$ cat src/rtl/conv5_wm_loader_pkg.sv
// Shared definitions for the conv5 weight-memory loader: FSM state type,
// conv5 weight geometry and the beats-per-line derivation.
package conv5_wm_loader_pkg;

  localparam int unsigned CONV5_DIN_WIDTH  = 64;
  localparam int unsigned CONV5_LINE_WIDTH = 512;
  localparam int unsigned CONV5_DEPTH      = 864;
  localparam int unsigned CONV5_ADDR_WIDTH = 10;

  typedef enum logic [0:0] {
    ST_IDLE = 1'b0,
    ST_LOAD = 1'b1
  } state_t;

  function automatic int unsigned beats_per_line(input int unsigned line_w,
                                                 input int unsigned din_w);
    return line_w / din_w;
  endfunction

  // Counter width that stays legal (>= 1 bit) when only one beat fills a line.
  function automatic int unsigned cnt_width(input int unsigned n);
    return (n > 1) ? $clog2(n) : 1;
  endfunction

  localparam int unsigned CONV5_R = beats_per_line(CONV5_LINE_WIDTH, CONV5_DIN_WIDTH);

endpackage

$ cat src/rtl/conv5_wm_pack.sv
// Packs DIN_WIDTH beats little-endian into one LINE_WIDTH line and strobes
// line_done_o on the beat that completes it; line_o includes that beat.
module conv5_wm_pack
  import conv5_wm_loader_pkg::*;
#(
  parameter int unsigned DIN_WIDTH  = CONV5_DIN_WIDTH,
  parameter int unsigned LINE_WIDTH = CONV5_LINE_WIDTH
) (
  input  logic                  clk_i,
  input  logic                  rst_i,
  input  logic                  clr_i,
  input  logic                  beat_i,
  input  logic [DIN_WIDTH-1:0]  din_i,
  output logic [LINE_WIDTH-1:0] line_o,
  output logic                  line_done_o
);

  localparam int unsigned R      = beats_per_line(LINE_WIDTH, DIN_WIDTH);
  localparam int unsigned BEAT_W = cnt_width(R);

  logic [BEAT_W-1:0]     beat_cnt_q, beat_cnt_d;
  logic [LINE_WIDTH-1:0] line_q, line_d;
  logic                  last_beat;

  assign last_beat = (beat_cnt_q == BEAT_W'(R - 1));

  always_comb begin
    line_d     = line_q;
    beat_cnt_d = beat_cnt_q;
    if (clr_i) begin
      beat_cnt_d = '0;
    end else if (beat_i) begin
      for (int unsigned k = 0; k < R; k++) begin
        if (beat_cnt_q == BEAT_W'(k)) begin
          line_d[k*DIN_WIDTH +: DIN_WIDTH] = din_i;
        end
      end
      beat_cnt_d = last_beat ? '0 : beat_cnt_q + BEAT_W'(1);
    end
  end

  always_ff @(posedge clk_i) begin
    if (rst_i) begin
      beat_cnt_q <= '0;
      line_q     <= '0;
    end else begin
      beat_cnt_q <= beat_cnt_d;
      line_q     <= line_d;
    end
  end

  assign line_o      = line_d;
  assign line_done_o = beat_i && !clr_i && last_beat;

endmodule

$ cat src/rtl/conv5_wm_loader.sv
// Streams conv5 weights into the weight RAM: packs input beats into lines,
// writes DEPTH lines from address 0 and pulses done with the final write.
module conv5_wm_loader
  import conv5_wm_loader_pkg::*;
#(
  parameter int unsigned DIN_WIDTH  = CONV5_DIN_WIDTH,
  parameter int unsigned LINE_WIDTH = CONV5_LINE_WIDTH,
  parameter int unsigned DEPTH      = CONV5_DEPTH,
  parameter int unsigned ADDR_WIDTH = CONV5_ADDR_WIDTH
) (
  input  logic                  clk,
  input  logic                  rst,
  input  logic                  start,
  input  logic                  din_valid,
  output logic                  din_ready,
  input  logic [DIN_WIDTH-1:0]  din,
  output logic                  wea,
  output logic [ADDR_WIDTH-1:0] addra,
  output logic [LINE_WIDTH-1:0] dina,
  output logic                  busy,
  output logic                  done
);

  state_t                state_q, state_d;
  logic [ADDR_WIDTH-1:0] line_cnt_q, line_cnt_d;
  logic                  wea_q, wea_d;
  logic [ADDR_WIDTH-1:0] addra_q, addra_d;
  logic [LINE_WIDTH-1:0] dina_q, dina_d;
  logic                  done_q, done_d;

  logic                  accept;
  logic                  pack_clr;
  logic                  line_done;
  logic [LINE_WIDTH-1:0] pack_line;

  assign accept = (state_q == ST_LOAD) && din_valid;

  conv5_wm_pack #(
    .DIN_WIDTH  (DIN_WIDTH),
    .LINE_WIDTH (LINE_WIDTH)
  ) u_pack (
    .clk_i       (clk),
    .rst_i       (rst),
    .clr_i       (pack_clr),
    .beat_i      (accept),
    .din_i       (din),
    .line_o      (pack_line),
    .line_done_o (line_done)
  );

  // dina is captured here while the packer keeps filling the next line.
  always_comb begin
    state_d    = state_q;
    line_cnt_d = line_cnt_q;
    wea_d      = 1'b0;
    done_d     = 1'b0;
    addra_d    = addra_q;
    dina_d     = dina_q;
    pack_clr   = 1'b0;
    case (state_q)
      ST_IDLE: begin
        if (start) begin
          state_d    = ST_LOAD;
          line_cnt_d = '0;
          pack_clr   = 1'b1;
        end
      end
      ST_LOAD: begin
        if (line_done) begin
          wea_d   = 1'b1;
          addra_d = line_cnt_q;
          dina_d  = pack_line;
          if (line_cnt_q == ADDR_WIDTH'(DEPTH - 1)) begin
            state_d = ST_IDLE;
            done_d  = 1'b1;
          end else begin
            line_cnt_d = line_cnt_q + ADDR_WIDTH'(1);
          end
        end
      end
      default: state_d = ST_IDLE;
    endcase
  end

  always_ff @(posedge clk) begin
    if (rst) begin
      state_q    <= ST_IDLE;
      line_cnt_q <= '0;
      wea_q      <= 1'b0;
      addra_q    <= '0;
      dina_q     <= '0;
      done_q     <= 1'b0;
    end else begin
      state_q    <= state_d;
      line_cnt_q <= line_cnt_d;
      wea_q      <= wea_d;
      addra_q    <= addra_d;
      dina_q     <= dina_d;
      done_q     <= done_d;
    end
  end

  assign din_ready = (state_q == ST_LOAD);
  assign busy      = (state_q == ST_LOAD);
  assign wea       = wea_q;
  assign addra     = addra_q;
  assign dina      = dina_q;
  assign done      = done_q;

endmodule
$ cat config.mk
export PLATFORM = sky130hd
export DESIGN_NAME = conv5_wm_loader
export DESIGN_NICKNAME = d
export VERILOG_FILES = /design/src/rtl/conv5_wm_loader_pkg.sv /design/src/rtl/conv5_wm_pack.sv /design/src/rtl/conv5_wm_loader.sv
export SDC_FILE = /design/constraint.sdc
export NUM_CORES = 2
export LEC_CHECK = 0
export CAP_MARGIN = 20
export CORE_ASPECT_RATIO = 1.75
export CORE_MARGIN = 3
export CORE_UTILIZATION = 25
export CTS_BUF_LIST = sky130_fd_sc_hd__clkbuf_4
export CTS_CLUSTER_SIZE = 14
export DETAILED_ROUTE_END_ITERATION = 10
export GPL_TIMING_DRIVEN = 0
export PLACE_DENSITY = 0.52
export SETUP_SLACK_MARGIN = 0.1
export SLEW_MARGIN = 20
export SYNTH_ARGS = -nofsm -noshare
export SYNTH_HDL_FRONTEND = slang
export SYNTH_SLANG_ARGS = --single-unit
$ cat constraint.sdc
create_clock -name clk -period 3.2 [get_ports clk]
set_input_delay 0.64 -clock clk [delete_from_list [all_inputs] [get_ports clk]]
set_output_delay 0.64 -clock clk [all_outputs]
set_load 0.01 [all_outputs]
==> results.yml <==
run_status:
  run_status: "finished clean"
sta:
  final_max_slew_viol_count: 0
  setup_viol: 0
  period_needed_ps: 2920
  setup_tns_ps: 0
  rsz0062_at_grt: "false"
  min_period_over_period: 0.912
  worst_slew_margin_rel: 0.319
  setup_ws_ps: 283
  clock.fmax_mhz: 343
  worstMarginPinSlew_ps: 1020
  hold_viol_final: 0
  clock_skew_ps: 83.2
detailed_routing:
  vias: 28300
  drt_wl_total_um: 141000
  viasPerCell: 4.53
  drc_errors: 0
  drt-initial-drc-count: 1219
  postRouteAntennaNets: 0
  wire_per_inst_um: 22.5
  drt_pass1_iterations: 5
cells_and_area:
  area.sequential_um2: 19700
  final_common_cell: "dfxtp_1"
  drive_gt1_frac: 0.128
  multi_input_area_um2: 12700
  nFillCells: 14400
  layout.nets: 4346
  area_growth_pct: 32.8
  layout_common_cells: "dfxtp_1 (985), nor2_1 (904), clkdlybuf4s50_1 (528)"
power_and_ir_drop:
  cell_internal_pwr_w: 0.0174
  p_leak_nw: 18.8
  clockPowerShare: 0.430
  power.density_nw_per_um2: 509
  ir_drop_v: 0.000312
  power.share.sequential: 0.532
  p_comb_frac: 0.038
  swShare: 0.251
  p_sw_w: 0.00581
clocking:
  insertion_delay_ps: 1170
  cts_setup_buffers: 0
  htreeDepth: 4
  cts-root-buf: "clkbuf_4"
  cts_buffers: 232
  path_clk_slew_ps: 70
  cts_max_path_buffers: 3
  cts_tree: "yes"
  cts_sinks: 986
logic_synthesis:
  synth-seq-area-share: 0.576
  syn_avg_cell_area_um2: 9.96
  synth_edf_count: 0
  synthFlopType: "dfxtp_1"
  netlist_area_um2: 34300
  ys_types: 44
  async_flop_share: 0
  ys_ff_latch: 986
  yosys_warnings: 0
  syn_inst: 3439
  syn_nets: 3514
place:
  portBuffers: 529
  place_worst_setup_slack_ps: -93.1
  place.gp.congestion: 0.790
  hpwl_um: 103000
hold_path:
  whs_path_depth: 3
  hp-start: "din[1]"
  min_to: "dina[449]"
  hold_path_class: "input port to flip-flop"
floorplanning:
  io-pin-count: 594
  die_area_um2: 142000
  core_area_um2: 136000
  dieHeight_um: 496
  initial_core_util: 0.252
  die_w_um: 286
  rows: 179
global_route:
  grt_pass1_vias: 28300
  grt_pass1_wl_um: 199000
  grtUsageTotal: 0.194
  grt.overflow.total: 0
  antenna_found_initial: 15
  grt_start_max_net_pins: 18
setup_path:
  r2r-end: "dina[186]"
  cp_max_fo: 10
  end_kind: "flip-flop"
  worstSetupPathType: "flip-flop to flip-flop"
  start_kind: "flip-flop"
  cp.required_ps: 4150
  r2r_cells: 8
  worstPathArrival_ps: 3860
  crit_start: "u_pack.beat_cnt_q[0]"
  r2r-start: "u_pack.beat_cnt_q[0]"
  r2r_setup_slack_ps: 280
flow_run:
  max_cap_violations: 0
[layout make-up]
type | count | area share
inverter | 8 | 0.000660
clock buffer | 322 | 0.0531
clock inverter | 78 | 0.00869
buffer | 345 | 0.0395
sequential | 986 | 0.434
timing repair buffer | 598 | 0.135
tap | 1810 | 0.0498
antenna | 3 | 0.000165
multi-input combinational | 2100 | 0.279
[Yosys cell counts, types with 2 or more instances]
cell / instances / area share
nand3_1: 8 / 0.0012
clkbuf_1: 145 / 0.016
nand3b_1: 3 / 0.00066
or3_1: 2 / 0.00037
nor2_1: 904 / 0.099
o31ai_1: 2 / 0.00044
a311oi_1: 2 / 0.00051
buf_2: 133 / 0.019
buf_8: 12 / 0.0053
and2_1: 2 / 0.00037
buf_1: 7 / 0.00077
ha_1: 7 / 0.0026
a211oi_1: 449 / 0.098
nor3_1: 6 / 0.00088
mux2i_1: 448 / 0.13
nand2_1: 152 / 0.017
inv_1: 8 / 0.00088
buf_4: 44 / 0.0096
o21ai_0: 5 / 0.00073
nand3_2: 2 / 0.00058
a21oi_1: 82 / 0.012
nand2b_1: 4 / 0.00073
dfxtp_1: 986 / 0.58
buf_6: 3 / 0.00099
nand4_1: 4 / 0.00073
[critical path, cell delays in order, from the launching register on]
cell and delay, ps:
dfxtp_1 400, ha_1 210, ha_1 210, and3_1 170, buf_4 140, buf_6 160
buf_2 710, clkbuf_1 500, a211oi_1 160
[layer usage]
| metal | vias to the layer above | wire, um | track usage |
|---|---|---|---|
| li1 | 13500 | - | - |
| met1 | 13600 | 57800 | 0.229 |
| met2 | 930 | 68700 | 0.335 |
| met3 | 199 | 10500 | 0.0562 |
| met4 | 6 | 3610 | 0.0670 |
| met5 | - | 48 | 0 |
[timing repair]
| item | CTS | global route |
|---|---|---|
| gates resized for setup | 3 | 0 |
| hold buffers | 60 | 0 |
| endpoints found under the setup margin | 3 | 0 |
| endpoints found under the hold margin | 889 | 0 |
[power by group through the flow]
stage,clock (W),combinational (W),sequential (W)
after floorplan,0,0.000422,0.0126
after global placement,0,0.000821,0.0126
after detailed placement,0,0.000856,0.0126
after CTS,0.0103,0.000914,0.0123
after global routing,0.0108,0.000947,0.0123
final,0.00995,0.000884,0.0123
[kinds of logic after synthesis]
family | count (synthesis) | share of synthesized area
AOI/OAI and AO/OA | 549 | 0.114
and+or+nand+nor | 1095 | 0.123
adders and majority gates | 7 | 0.00256
xor gates and xnor gates | 1 | 0.000256
buffers and inverters | 353 | 0.0530
DFF | 986 | 0.576
muxes | 448 | 0.131
[state kept, by name, indices dropped and copies added (netlist names)]
name and flops:
dina 512, done 1, u_pack.beat_cnt_q 3, u_pack.line_q 448
wea 1, line_cnt_q 10, busy 1, addra 10
[worst max-delay path by stage]
stage,endpoint,slack [ps],depth (start not counted)
final,dina[186],280,8
after global routing,din_ready,160,2
after CTS,din_ready,100,2
after detailed placement,dina[180],-90,7
after global placement,u_pack.line_q[383],-1340,5
after floorplan,dina[398],1410,8
[stage by stage]
stage	util	cells	power [W]	cell area, um^2	hold WS (ps)
floorplan	-	3439	0.0130	34300	459
global placement	0.308	5778	0.0134	41800	445
detailed placement	0.309	5787	0.0135	42100	446
CTS	0.335	6247	0.0236	45500	15.6
global route	0.335	6249	0.0241	45500	107
finish	0.335	6250	0.0232	45500	172
(Power assumes the default switching activity.)
